--- src/rtl/pipe_stage_reg_pkg.sv ---
// Shared pipeline definitions: payload width, bubble encoding, buffer modes,
// and a small helper for counting valid entries.
package pipe_stage_reg_pkg;

    // IF/ID payload is PC concatenated with the instruction word.
    localparam int PIPE_IFID_WIDTH = 64;

    // A bubble is an all-zero payload; replicate this bit to any width.
    localparam logic PIPE_BUBBLE_BIT = 1'b0;

    // Buffering mode selected by the SKID parameter of the stage register.
    typedef enum logic {
        PIPE_SINGLE = 1'b0,
        PIPE_SKID   = 1'b1
    } pipe_mode_e;

    // Number of valid entries among main and skid (0..2).
    function automatic logic [1:0] valid_count(input logic main_v, input logic skid_v);
        return {1'b0, main_v} + {1'b0, skid_v};
    endfunction

endpackage

--- src/rtl/pipe_entry.sv ---
// One pipeline slot: a valid bit plus payload with hold, clear and load
// controls. Hold beats clear, clear beats load; a cleared slot stores a bubble.
module pipe_entry
    import pipe_stage_reg_pkg::*;
#(
    parameter int WIDTH = PIPE_IFID_WIDTH
) (
    input  logic             clk,
    input  logic             rst,
    input  logic             i_hold,
    input  logic             i_clear,
    input  logic             i_load,
    input  logic [WIDTH-1:0] i_data,
    output logic             o_valid,
    output logic [WIDTH-1:0] o_data
);

    logic             r_valid;
    logic [WIDTH-1:0] r_data;

    // Slot state: reset to bubble, freeze on hold, otherwise clear or load.
    always_ff @(posedge clk) begin
        if (!rst) begin
            r_valid <= 1'b0;
            r_data  <= {WIDTH{PIPE_BUBBLE_BIT}};
        end else if (!i_hold) begin
            if (i_clear) begin
                r_valid <= 1'b0;
                r_data  <= {WIDTH{PIPE_BUBBLE_BIT}};
            end else if (i_load) begin
                r_valid <= 1'b1;
                r_data  <= i_data;
            end
        end
    end

    assign o_valid = r_valid;
    assign o_data  = r_data;

endmodule

--- src/rtl/pipe_stage_reg.sv ---
// Inter-stage pipeline register with valid/ready handshake, hazard hold,
// flush-to-bubble and an optional second (skid) entry. Also counts how many
// valid entries flushes have thrown away, saturating at all-ones.
module pipe_stage_reg
    import pipe_stage_reg_pkg::*;
#(
    parameter int WIDTH = PIPE_IFID_WIDTH,
    parameter int SKID  = 0,
    parameter int CNT_W = 16
) (
    input  logic             clk,
    input  logic             rst,
    input  logic             hold,
    input  logic             flush,
    input  logic             in_valid,
    output logic             in_ready,
    input  logic [WIDTH-1:0] in_data,
    output logic             out_valid,
    input  logic             out_ready,
    output logic [WIDTH-1:0] out_data,
    output logic [CNT_W-1:0] drop_cnt
);

    localparam pipe_mode_e MODE = (SKID != 0) ? PIPE_SKID : PIPE_SINGLE;

    logic             w_enq;
    logic             w_deq;
    logic             w_main_v;
    logic [WIDTH-1:0] w_main_data;
    logic             w_main_load;
    logic             w_main_clear;
    logic [WIDTH-1:0] w_main_din;
    logic             w_skid_v;

    logic [CNT_W:0]   w_cnt_sum;
    logic [CNT_W-1:0] w_drop_cnt_next;
    logic [CNT_W-1:0] r_drop_cnt;

    // Transfers; hold is folded into in_ready on the enqueue side.
    assign w_enq = in_valid && in_ready;
    assign w_deq = w_main_v && out_ready && !hold;

    pipe_entry #(.WIDTH(WIDTH)) u_main (
        .clk     (clk),
        .rst     (rst),
        .i_hold  (hold),
        .i_clear (w_main_clear),
        .i_load  (w_main_load),
        .i_data  (w_main_din),
        .o_valid (w_main_v),
        .o_data  (w_main_data)
    );

    generate
        if (MODE == PIPE_SKID) begin : g_skid
            logic [WIDTH-1:0] w_skid_data;
            logic             w_skid_load;
            logic             w_skid_clear;

            // Registered-only ready: depends on skid occupancy, not out_ready.
            assign in_ready = !w_skid_v && !hold && !flush;

            // Head refills from skid first (FIFO order), else from upstream
            // when the head is empty or leaving this cycle.
            assign w_main_load  = (w_enq && (!w_main_v || w_deq)) || (w_deq && w_skid_v);
            assign w_main_din   = w_skid_v ? w_skid_data : in_data;
            assign w_main_clear = flush || (w_deq && !w_skid_v && !w_enq);

            // Skid catches the beat that arrives while the head is stuck.
            assign w_skid_load  = w_enq && w_main_v && !w_deq;
            assign w_skid_clear = flush || (w_deq && w_skid_v);

            pipe_entry #(.WIDTH(WIDTH)) u_skid (
                .clk     (clk),
                .rst     (rst),
                .i_hold  (hold),
                .i_clear (w_skid_clear),
                .i_load  (w_skid_load),
                .i_data  (in_data),
                .o_valid (w_skid_v),
                .o_data  (w_skid_data)
            );
        end else begin : g_single
            // Single slot: accept when empty or when the head leaves now.
            assign in_ready     = !hold && !flush && (!w_main_v || out_ready);
            assign w_main_load  = w_enq;
            assign w_main_din   = in_data;
            assign w_main_clear = flush || (w_deq && !w_enq);
            assign w_skid_v     = 1'b0;
        end
    endgenerate

    // Flushed-entry count with saturation at all-ones.
    assign w_cnt_sum       = {1'b0, r_drop_cnt} + (CNT_W + 1)'(valid_count(w_main_v, w_skid_v));
    assign w_drop_cnt_next = w_cnt_sum[CNT_W] ? {CNT_W{1'b1}} : w_cnt_sum[CNT_W-1:0];

    // Drop counter: cleared by reset, frozen by hold, bumped by a live flush.
    always_ff @(posedge clk) begin
        if (!rst) begin
            r_drop_cnt <= '0;
        end else if (!hold && flush) begin
            r_drop_cnt <= w_drop_cnt_next;
        end
    end

    assign out_valid = w_main_v;
    assign out_data  = w_main_v ? w_main_data : {WIDTH{PIPE_BUBBLE_BIT}};
    assign drop_cnt  = r_drop_cnt;

endmodule

--- config.mk ---
export PLATFORM = sky130hd
export DESIGN_NAME = pipe_stage_reg
export DESIGN_NICKNAME = d
export VERILOG_FILES = /design/src/rtl/pipe_stage_reg_pkg.sv /design/src/rtl/pipe_entry.sv /design/src/rtl/pipe_stage_reg.sv
export SDC_FILE = /design/constraint.sdc
export NUM_CORES = 1
export LEC_CHECK = 0
export ABC_AREA = 1
export CAP_MARGIN = 20
export CORE_MARGIN = 3
export CORE_UTILIZATION = 46
export DETAILED_ROUTE_END_ITERATION = 6
export PLACE_DENSITY_LB_ADDON = 0.25
export SLEW_MARGIN = 10
export SYNTH_ARGS = -nofsm -noshare
export SYNTH_HDL_FRONTEND = slang
export SYNTH_SLANG_ARGS = --single-unit
--- constraint.sdc ---
create_clock -name clk -period 1.7 [get_ports clk]
set_input_delay 0.34 -clock clk [delete_from_list [all_inputs] [get_ports clk]]
set_output_delay 0.34 -clock clk [all_outputs]
set_load 0.02 [all_outputs]
==> flow_metrics.py <==
metrics = {
    "run_status": {
        "status": "finished with violations",
        "violations": "negative setup slack",
    },
    "clock_network": {
        "cts.sinks": 81,
        "root_buffer": "clkbuf_8",
        "max-clock-path-buffers": 2,
        "clock_latency_ps": 350,
        "cts_buffers": 9,
        "postCtsHoldBufs": 0,
        "clk_pin_slew_worst_paths_ps": 80,
        "htreeDepth": 3,
        "tritoncts": "built",
    },
    "cells_and_area": {
        "fin_util": 0.721,
        "fill_cells": 744,
        "num_antenna_cells": 0,
        "drive_gt1_frac": 0.343,
        "fin_nets": 820,
        "area_growth_pct": 49.2,
    },
    "logic_synthesis": {
        "synth_ff_type": "dfxtp_1",
        "synth_most_common_cell": "nand2_1",
        "async_flop_share": 0,
        "netlist_area_sq_um": 4320,
        "synth.distinct_cells": 26,
        "ys_warn_count": 0,
        "synth-seq-cells": 81,
        "synth.top_cell.area_share": 0.376,
        "syn_area_per_cell_sq_um": 7.43,
        "yosys.area.top_type": "dfxtp_1",
        "seq_area_frac_synth": 0.376,
        "synthTopCellsByCount": "nand2_1, inv_1, dfxtp_1",
        "synth-edff-count": 0,
        "synth_area_leaders": "dfxtp_1, nand2_1, a21oi_2, nand4_1, inv_1",
        "syn_nets": 653,
        "netlist_instances": 581,
    },
    "global_routing": {
        "grt-ovfl-total": 0,
        "met1_usage": 0.293,
        "use_met2": 0.388,
        "antenna_found_initial": 0,
        "grt-busiest-layer": "met2",
        "grt_util_met3": 0.0332,
        "grt_max_degree": 45,
        "grt_pass1_wl_um": 19400,
        "globalRouteTotalUtil": 0.226,
        "grt_pass1_vias": 4136,
    },
    "pwr": {
        "power.leakage_nw": 3.04,
        "max-vdd-ir-drop_uv": 461,
        "power.density_nw_per_um2": 655,
    },
    "sta": {
        "setup_slack_ps": -11.9,
        "fin_skew_ps": 11.6,
        "fin_tns_setup_ps": -11.9,
        "final_max_slew_viol_count": 0,
        "rsz0062_at_grt": "true",
        "relSlewSlack": 0.673,
        "setup_violations": 1,
        "worst_pin_slew_ps": 490,
        "fmax_mhz": 584,
        "finalHoldViolCount": 0,
        "fin_crit_sh": 1.01,
        "hold_ws_ps": 462,
        "finalCriticalPeriod_ps": 1710,
    },
    "drt": {
        "num_vias": 4528,
        "via_per_inst": 5.26,
        "drc": 0,
        "wl_um": 13600,
        "wire_per_inst_um": 15.8,
        "ant_nets": 0,
        "drtIter0Drc": 186,
        "dr.pass1.iters": 4,
    },
    "floorplanning": {
        "dieArea_sq_um": 10600,
        "num_rows": 34,
        "dieHeight_um": 103,
        "core_area_sq_um": 8930,
        "initial_core_util": 0.483,
        "ios": 152,
        "die_w_um": 103,
    },
    "critical_path": {
        "worst_setup_path_start_kind": "register",
        "path_max_fanout": 9,
        "cpPeakStageDelay_ps": 370,
        "crit_slowest_cell": "dfxtp_4",
        "worst-path-buf-inv": 3,
        "cpLargestDelayFamily": "simple AND/OR/NAND/NOR gates",
        "critPathArrivalTime_ps": 1970,
        "required_ps": 1960,
        "endpoint_kind": "register",
        "path_cells": "buf_4 -> buf_16 -> nand2_2 -> nor2_1 -> nand3b_1 -> nand2_4 -> buf_12 -> nand2_1 -> a21oi_1",
        "crit_type": "register to register",
    },
    "job": {
        "max_cap_violations": 0,
    },
    "worst_hold_path": {
        "hold_path_class": "register to register",
    },
    "place": {
        "dpl.hpwl_um": 8130,
        "port_buffers": 151,
        "gp_congestion": 0.902,
    },
}
placed cells by master (no fill, tap or decap), drive strengths merged:
master	instances
dlygate4sd2	15
clkdlybuf4s15	3
clkbuf	29
nor3	1
ha	2
nand2	176
xor2	5
dlymetal6s2s	1
dfxtp	81
xnor2	1
nand4	70
clkinvlp	1
buf	92
clkdlybuf4s50	69
nor2	17
nand3	13
nand3b	4
a31oi	3
clkinv	2
bufinv	3
a21oi	72
o21ai	3
inv	90
cells by family (layout without fill, tap and decap cells):
kind of cell,count (synthesis),in the layout,synth area share
adder cells (fa/ha/maj),2,2,0.00580
XOR/XNOR,6,6,0.0122
flip-flops,81,81,0.376
AO/OA/AOI/OAI,78,78,0.135
AND/OR/NAND/NOR,280,281,0.328
buffers and inverters,134,305,0.144
final timing paths:
check,startpoint,end,slack (ps),cells past startpoint
hold / removal,u_main.o_data[42]$_SDFFE_PN0P_,u_main.o_data[42]$_SDFFE_PN0P_,460,2
setup / recovery,u_main.o_valid$_SDFFE_PN0P_,u_main.o_data[53]$_SDFFE_PN0P_,-10,9
setup reg to reg,u_main.o_valid$_SDFFE_PN0P_,u_main.o_data[53]$_SDFFE_PN0P_,-10,9
hold reg to reg,u_main.o_data[42]$_SDFFE_PN0P_,u_main.o_data[42]$_SDFFE_PN0P_,460,2
cell type report:
| type | count | area (sq um) | area share |
|---|---|---|---|
| Clock inverter | 6 | 115 | 0.0179 |
| Tap cell | 108 | 135 | 0.0210 |
| Inverter | 90 | 339 | 0.0527 |
| Sequential cell | 81 | 1630 | 0.253 |
| Timing Repair Buffer | 199 | 1900 | 0.295 |
| Multi-Input combinational cell | 367 | 2190 | 0.341 |
| Clock buffer | 10 | 128 | 0.0198 |
power by group:
| part | switching, mW | internal, mW | total (mW) |
|---|---|---|---|
| sequential | 0.0127 | 1.91 | 1.92 |
| combinational | 0.286 | 0.301 | 0.587 |
| clock | 0.719 | 0.985 | 1.70 |
| total | 1.02 | 3.20 | 4.22 |
state kept, by name, indices dropped and copies added (netlist names):
| register | count |
|---|---|
| drop_cnt | 16 |
| u_main.o_data | 64 |
| u_main.o_valid | 1 |
worst register-to-register path: stages (launching register included):
cell      delay [ps]
dfxtp_4          370
buf_4            170
buf_16           150
nand2_2           60
nor2_1            40
nand3b_1         190
nand2_4          240
buf_12           180
nand2_1           70
a21oi_1          180
layer usage:
layer / vias to the layer above / wire length [um]
li1: 2205 / -
met1: 2134 / 5710
met2: 169 / 6860
met3: 20 / 808
met4: 0 / 263
met5: - / 0
through the flow:
| step | area, sq um | power [mW] | worst slack [ps] | cells |
|---|---|---|---|---|
| final | 6440 | 4.22 | -11.9 | 861 |
| after global placement | 6000 | 2.45 | -269 | 824 |
| after floorplan | 4320 | 2.21 | 17.0 | 581 |
| after detailed placement | 6000 | 2.46 | -311 | 824 |
| after global routing | 6440 | 4.35 | -88.7 | 861 |
| after CTS | 6310 | 4.16 | -74.8 | 842 |
timing repair:
item	4_1_cts	5_1_grt
cloned	1	10
buffers inserted	1	9
pin swaps	2	8
endpoints found under the hold margin	0	0
gates resized for setup	196	127
setup endpoints to repair	116	142
Note: power is estimated with default switching activity, not from simulation.
